`config.mk`:
```
export PLATFORM = sky130hd
export DESIGN_NAME = vga_sync_decoder
export DESIGN_NICKNAME = d
export VERILOG_FILES = /design/src/rtl/vga_sync_decoder.sv
export SDC_FILE = /design/constraint.sdc
export NUM_CORES = 1
export LEC_CHECK = 0
export CAP_MARGIN = 15
export CORE_MARGIN = 2
export CORE_UTILIZATION = 40
export DETAILED_ROUTE_END_ITERATION = 6
export PLACE_DENSITY = 0.69
export SLEW_MARGIN = 20
export SYNTH_ARGS = -nofsm -noshare
export SYNTH_HDL_FRONTEND = slang
export SYNTH_SLANG_ARGS = --single-unit
```
`constraint.sdc`:
```
create_clock -name clk -period 2.7 [get_ports clk]
set_input_delay 0.81 -clock clk [delete_from_list [all_inputs] [get_ports clk]]
set_output_delay 0.81 -clock clk [all_outputs]
set_load 0.02 [all_outputs]
```
`src/rtl/vga_sync_decoder.sv`:
```
// Recovers pixel/line position from an incoming VGA hsync/vsync pair, tracks
// timing lock against the nominal frame geometry and counts lock losses.
module vga_sync_decoder #(
  parameter int H_TOTAL      = 800,
  parameter int V_TOTAL      = 525,
  parameter int H_SYNC_START = 656,
  parameter int V_SYNC_START = 490,
  parameter int H_ACTIVE     = 640,
  parameter int V_ACTIVE     = 480
) (
  input  logic       clk,
  input  logic       rst,
  input  logic       pix_en,
  input  logic       hsync,
  input  logic       vsync,
  output logic [9:0] x,
  output logic [9:0] y,
  output logic       active,
  output logic       locked,
  output logic       frame_start,
  output logic [9:0] line_len,
  output logic [7:0] err_cnt
);

  typedef enum logic [1:0] {SEARCH, ACQUIRE, LOCKED} state_t;

  localparam logic [9:0] H_LAST = 10'(H_TOTAL - 1);
  localparam logic [9:0] V_LAST = 10'(V_TOTAL - 1);
  localparam logic [9:0] H_LEN  = 10'(H_TOTAL);
  localparam logic [9:0] V_LEN  = 10'(V_TOTAL);
  localparam logic [9:0] H_LOAD = 10'(H_SYNC_START);
  localparam logic [9:0] V_LOAD = 10'(V_SYNC_START);
  localparam logic [9:0] H_VIS  = 10'(H_ACTIVE);
  localparam logic [9:0] V_VIS  = 10'(V_ACTIVE);
  localparam logic [9:0] SAT    = 10'd1023;

  state_t     state, state_nxt;
  logic       hs_prev, vs_prev;
  logic [9:0] lc, fc;
  logic       bad_line;

  logic       hs_fall, vs_fall, bad_len, leave_lock;
  logic [9:0] len_now, x_nxt, y_nxt;

  // NOTE: every always_comb output gets a default first, so no path can infer a latch.
  always_comb begin
    hs_fall = pix_en & hs_prev & ~hsync;
    vs_fall = pix_en & vs_prev & ~vsync;
    len_now = (lc == SAT) ? SAT : lc + 10'd1;
    bad_len = hs_fall && (len_now != H_LEN);
    x_nxt   = x;
    y_nxt   = y;
    if (pix_en) begin
      if (hs_fall)          x_nxt = H_LOAD;
      else if (x == H_LAST) x_nxt = '0;
      else                  x_nxt = x + 10'd1;
      // A resync load of x is not a wrap, so only a free-running wrap advances y.
      if (vs_fall)                        y_nxt = V_LOAD;
      else if (!hs_fall && x == H_LAST)   y_nxt = (y == V_LAST) ? '0 : y + 10'd1;
    end
  end

  always_comb begin
    state_nxt = state;
    case (state)
      SEARCH:  if (vs_fall) state_nxt = ACQUIRE;
      ACQUIRE: if (vs_fall && fc == V_LEN && !bad_line && !bad_len) state_nxt = LOCKED;
      LOCKED:  if (bad_len || (vs_fall && fc != V_LEN)) state_nxt = SEARCH;
      default: state_nxt = SEARCH;
    endcase
    leave_lock = (state == LOCKED) && (state_nxt == SEARCH);
  end

  // NOTE: sequential state uses non-blocking assignments so every flop samples pre-edge values.
  always_ff @(posedge clk) begin
    if (rst) begin
      state       <= SEARCH;
      hs_prev     <= 1'b1;
      vs_prev     <= 1'b1;
      x           <= '0;
      y           <= '0;
      lc          <= '0;
      fc          <= '0;
      bad_line    <= 1'b0;
      line_len    <= '0;
      err_cnt     <= '0;
      locked      <= 1'b0;
      active      <= 1'b0;
      frame_start <= 1'b0;
    end else begin
      state       <= state_nxt;
      locked      <= (state_nxt == LOCKED);
      active      <= (state_nxt == LOCKED) && (x_nxt < H_VIS) && (y_nxt < V_VIS);
      frame_start <= pix_en && (state == LOCKED) && (state_nxt == LOCKED) &&
                     (x_nxt == '0) && (y_nxt == '0);
      if (leave_lock && err_cnt != 8'hFF) err_cnt <= err_cnt + 8'd1;
      if (pix_en) begin
        hs_prev <= hsync;
        vs_prev <= vsync;
        x       <= x_nxt;
        y       <= y_nxt;
        if (hs_fall) begin
          lc       <= '0;
          line_len <= len_now;
        end else if (lc != SAT) begin
          lc <= lc + 10'd1;
        end
        // An hsync fall coincident with vsync belongs to the new frame.
        if (vs_fall)                   fc <= hs_fall ? 10'd1 : 10'd0;
        else if (hs_fall && fc != SAT) fc <= fc + 10'd1;
        if (vs_fall)      bad_line <= 1'b0;
        else if (bad_len) bad_line <= 1'b1;
      end
    end
  end

endmodule

```
# Yosys cells after proc, flatten, opt, wreduce, memory -nomap -nowiden
# Cells that the tools add are included.
# Widths: inputs -> output; s select.
# op_classes
magnitude_cmp,2
muxes,19
n_reduce_logical,30
bitwise,6
eq_ne,12
add_sub_neg,5
# ops
cell,n
$mux 10,12
$add 10x1->10 const B,4
$eq 10x10->1 const B,4
$ne 10x10->1 const B,4
$logic_not 10->1,2
$logic_and 1x1->1,15
$lt 10x10->1 const B,1
$lt 10x9->1 const B,1
$add 8x1->8 const B,1
$ne 8x8->1 const B,1
$reduce_and 2->1,4
$mux 2,3
$pmux 2 s3,1
$reduce_bool 2->1,3
$and 1x1->1,4
$eq 2x2->1 const B,2
$logic_not 2->1,2
$logic_not 1->1,3
$mux 1,3
$eq 2x1->1 const B,1
$not 1->1,2
$logic_or 1x1->1,1
# word_totals
out_inout_bits,41
ff_bits,66

# Logic depth before layout (Yosys ltp)
# depth
word_depth,12
ltp_mapped,9

# Least setup slack after synthesis
# OpenSTA, ideal clock, no wires.
# synth_timing
kind,input to register
from,input pix_en
to,register frame_start
setup_time_ns,0.103
path_buffers,2
slack_ns,0.132
t_required_ns,2.597
t_arrival_ns,2.465
stages,9
cell_sequence,and3b_1 clkbuf_1 nor4_2 buf_2 nand4_1 xnor2_1 nor2_1 nand4_1 a2111oi_2
# synth_between
elab_chain_cells,11
word_cells_on_any_way,29
# synth_lines
item,line_no,rtl
"start, declared",13,"input logic pix_en,"
"$and 1x1->1, on equally long branches (2 in series)","48, 47",
"$logic_and 1x1->1, on equally long branches","67, 50",
$logic_and 1x1->1 / $logic_not 1->1 (equally long branches),67,ACQUIRE: if (vs_fall && fc == V_LEN && !bad_line && !bad_len) state_nxt = LOCKED;
$logic_and 1x1->1,67,
$mux 2,67,
$pmux 2 s3,65,case (state)
$eq 2x2->1,94,frame_start <= pix_en && (state == LOCKED) && (state_nxt == LOCKED) &&
$logic_and 1x1->1 (2 in series),94,
$logic_and 1x1->1 *,95,(x_nxt == '0) && (y_nxt == '0);
"end signal, assigned",94,
"end, declared",20,"output logic frame_start,"
# Mark *: on every way between the ends. The rest lies on a longest branch, timed or not.
# A chain may end at the register's enable or synchronous reset.

# Worst setup path in the final report
# Ends and elaborated chain as after synthesis.

==> impl_metrics.csv <==
group,metric,value,unit
finish,multi_input_area,2180,sq um
placement,gp_congestion,0.921,
yosys,netlist_instances,429,
detailed_routing,antenna_left,0,
yosys,synthTopCellsByArea,"dfxtp_1 (37%), nor2_1 (6.3%), xor2_1 (4.7%)",
yosys,ys_seq_elements,66,
cts,clock_tree.buffer_depth,2,
setup_path,worstSetupPathType,"in -> reg",
setup_path,crit_arrival,2.86,ns
detailed_routing,num_vias,3484,
cts,cts_num_sinks,66,
yosys,synthFlopType,"dfxtp_1",
timing,finalClockSkew,0.00832,ns
yosys,seq_area_frac_synth,37.2,%
yosys,avgSynthCellArea,8.29,sq um
yosys,yosysWarnings,0,
cts,clkSlewWorstSetupHoldPaths,0.07,ns
yosys,synth_fp_nets,441,
power_and_ir_drop,pwr-share-seq,47.9,%
power_and_ir_drop,swShare,25.2,%
floorplan,dieArea,9660,sq um
timing,tightestPinTransition,0.366,ns
grt,overflow,0,
finish,synthToLayoutAreaGrowth,32.9,%
setup_path,endpoint_kind,"flop",
power_and_ir_drop,max-vdd-ir-drop,0.000224,V
cts,clock_latency,0.34,ns
timing,fmax,383,MHz
finish,layout.nets,528,
job,cap_violations,0,
floorplan,rows,34,
yosys,yosysTopAreaCellShare,37.2,%
timing,maxSlewHeadroom,75.3,%
grt,grt_pass1_wl,14.9,mm
yosys,synth_cell_types,64,
timing,period_minus_slack,2.61,ns
power_and_ir_drop,p_comb_share,12.9,%
finish,finalNonFillerCells,629,
floorplan,start_util,41.0,%
detailed_routing,drt_iter0_drc,164,
setup_path,path_cells,"clkdlybuf4s50_1 > and3b_2 > nor4_2 > buf_4 > nand2_1 > a21o_1 > a21oi_1 > nand4_1 > a2111oi_4",
finish,regArea,1320,sq um
placement,place_hpwl,6.59,mm
power_and_ir_drop,switchingPower,542,uW
timing,setup_violations,0,
timing,hold_ws,0.452,ns
placement,portBuffers,45,
timing,hold_viol,0,
timing,period_share,96.8,%
cts,numCtsBuffers,9,
yosys,yosysMostFrequentCell,"dfxtp_1",
timing,slew_viol_final,0,
cts,hold_buffers,0,
power_and_ir_drop,power,2.15,mW
power_and_ir_drop,clkPwrFrac,39.2,%
grt,grt_pass1_vias,3172,
yosys,synthArstFlopShare,0,%
floorplan,die_h,98.3,microns
floorplan,core,8680,sq um
grt,grt_max_degree,30,
detailed_routing,drt_wl_total,8.98,mm
cts,cts_htree_levels,3,
power_and_ir_drop,p_per_area,455,nW/um^2
finish,drive_gt1_share,18.0,%
cts,clockRootBuffer,"clkbuf_8",
floorplan,die_w,98.3,microns
detailed_routing,wl_per_cell,14.3,microns
finish,num-fill-cells,820,
detailed_routing,viasPerCell,5.54,
yosys,yosysTopAreaCell,"dfxtp_1",
setup_path,setup.worst_path.start_class,"input port",
detailed_routing,drc_errors,0,
placement,dp_cells,611,
grt,track_usage,18.5,%
detailed_routing,firstDrtPassIters,5,
cts,cts_tree,"built",
min_path,hold_class,"reg -> reg",
outcome,outcome,"completed",
finish,diodes,0,
yosys,synth_edf_count,0,
setup_path,cpMaxStageDelayCell,"clkdlybuf4s50_1",
floorplan,io_pins,46,
finish,final_core_util,54.5,%
power_and_ir_drop,power.internal,1.61,mW
yosys,netlist_top_cells_count,"dfxtp_1 (66), nor2_1 (60), nand2_1 (33), nand3_1 (21), xor2_1 (19)",
yosys,synth_area,3550,sq um
grt,grt_antenna_before_repair,0,
setup_path,crit_required,2.94,ns
setup_path,cp_slowest_stage_delay,0.46,ns
setup_path,crit_fanout,9,
power_and_ir_drop,power.leakage,1.76,nW
[sequential cells by signal, summed over array words and instances, names as in the netlist, 2 cells and up]
register  count
fc           10
lc           10
line_len     10
x            10
y            10
err_cnt       8
state         2
[critical path, delay by kind of cell]
| family | cells | cell delay, ns |
|---|---|---|
| AO/OA/AOI/OAI | 3 | 0.72 |
| AND/OR/NAND/NOR | 4 | 0.65 |
| buffers and inverters | 2 | 0.67 |
[what timing repair did]
action,CTS,global route
setup endpoints to repair,0,3
buffers inserted,0,2
gates resized for setup,0,14
[area by class of cell]
cell class / count / area share, %
repair buffers: 101 / 18.4
clock inverters: 2 / 0.741
inverters: 5 / 0.397
clock buffers: 14 / 3.44
well taps: 108 / 2.86
multi-input cells: 333 / 46.2
flip-flops and latches: 66 / 28.0
[cells in the final DEF, fill, tap and decap left out, drive strengths merged, types with 3 or more instances in the layout]
| cell | n |
|---|---|
| dfxtp | 66 |
| nor2 | 64 |
| buf | 57 |
| clkdlybuf4s50 | 44 |
| nand2 | 33 |
| nand3 | 22 |
| xor2 | 19 |
| nand4 | 16 |
| a21oi | 15 |
| nor3 | 14 |
| clkbuf | 14 |
| o21ai | 13 |
| nor2b | 11 |
| xnor2 | 10 |
| and3 | 8 |
| a211oi | 8 |
| nor4 | 8 |
| and4 | 7 |
| a31oi | 7 |
| ha | 7 |
| a311oi | 6 |
| inv | 5 |
| nand2b | 5 |
| and2 | 5 |
| or2 | 5 |
| mux2 | 5 |
| nand3b | 4 |
| or3 | 4 |
| o31ai | 4 |
| a211o | 3 |
[power by group through the flow]
stage | Sequential, mW | Clock (mW) | Combinational, mW
2_1_floorplan | 1.07 | 0 | 0.124
3_5_place_dp | 1.05 | 0 | 0.267
4_1_cts | 1.03 | 0.852 | 0.268
5_1_grt | 1.03 | 0.895 | 0.303
6_report | 1.03 | 0.842 | 0.278
3_3_place_gp | 1.05 | 0 | 0.265
[per-stage QoR]
step                      worst slack [ns]  cell area (sq um)  TNS, ns
after floorplan                      0.132               3550        0
after global placement              -0.266               4440    -1.18
after detailed placement            -0.286               4440    -1.85
after CTS                           0.0513               4640        0
after global routing               -0.0243               4730  -0.0243
final                               0.0867               4730        0
[final timing paths]
kind,end,cells after the start,slack [ns],startpoint
worst max register to register,frame_start$_SDFF_PP0_,7,0.17,lc[3]$_SDFFE_PP0P_
worst min-delay path,line_len[8]$_SDFFE_PP0P_,2,0.45,line_len[8]$_SDFFE_PP0P_
worst min register to register,line_len[8]$_SDFFE_PP0P_,2,0.45,line_len[8]$_SDFFE_PP0P_
worst max-delay path,frame_start$_SDFF_PP0_,9,0.09,pix_en
[metal layers]
| layer | vias to the layer above | part of all wire (%) | GRT usage, % |
|---|---|---|---|
| met3 | 14 | 5.6 | 3.22 |
| li1 | 1735 | - | - |
| met5 | - | 0 | 0 |
| met1 | 1629 | 46 | 25.3 |
| met2 | 106 | 47 | 29.2 |
| met4 | 0 | 1.6 | 7.38 |
[kinds of logic (layout without fill, tap and decap cells)]
logic type | Yosys count | after routing | synth area share (%)
AOI/OAI and AO/OA | 77 | 77 | 15.6
muxes | 7 | 7 | 2.36
buffers and inverters | 30 | 122 | 3.38
DFF | 66 | 66 | 37.2
adders and majority gates | 7 | 7 | 2.46
and+or+nand+nor | 213 | 213 | 31.9
xor gates and xnor gates | 29 | 29 | 7.15
No activity file was read; power rests on OpenSTA's default activity.
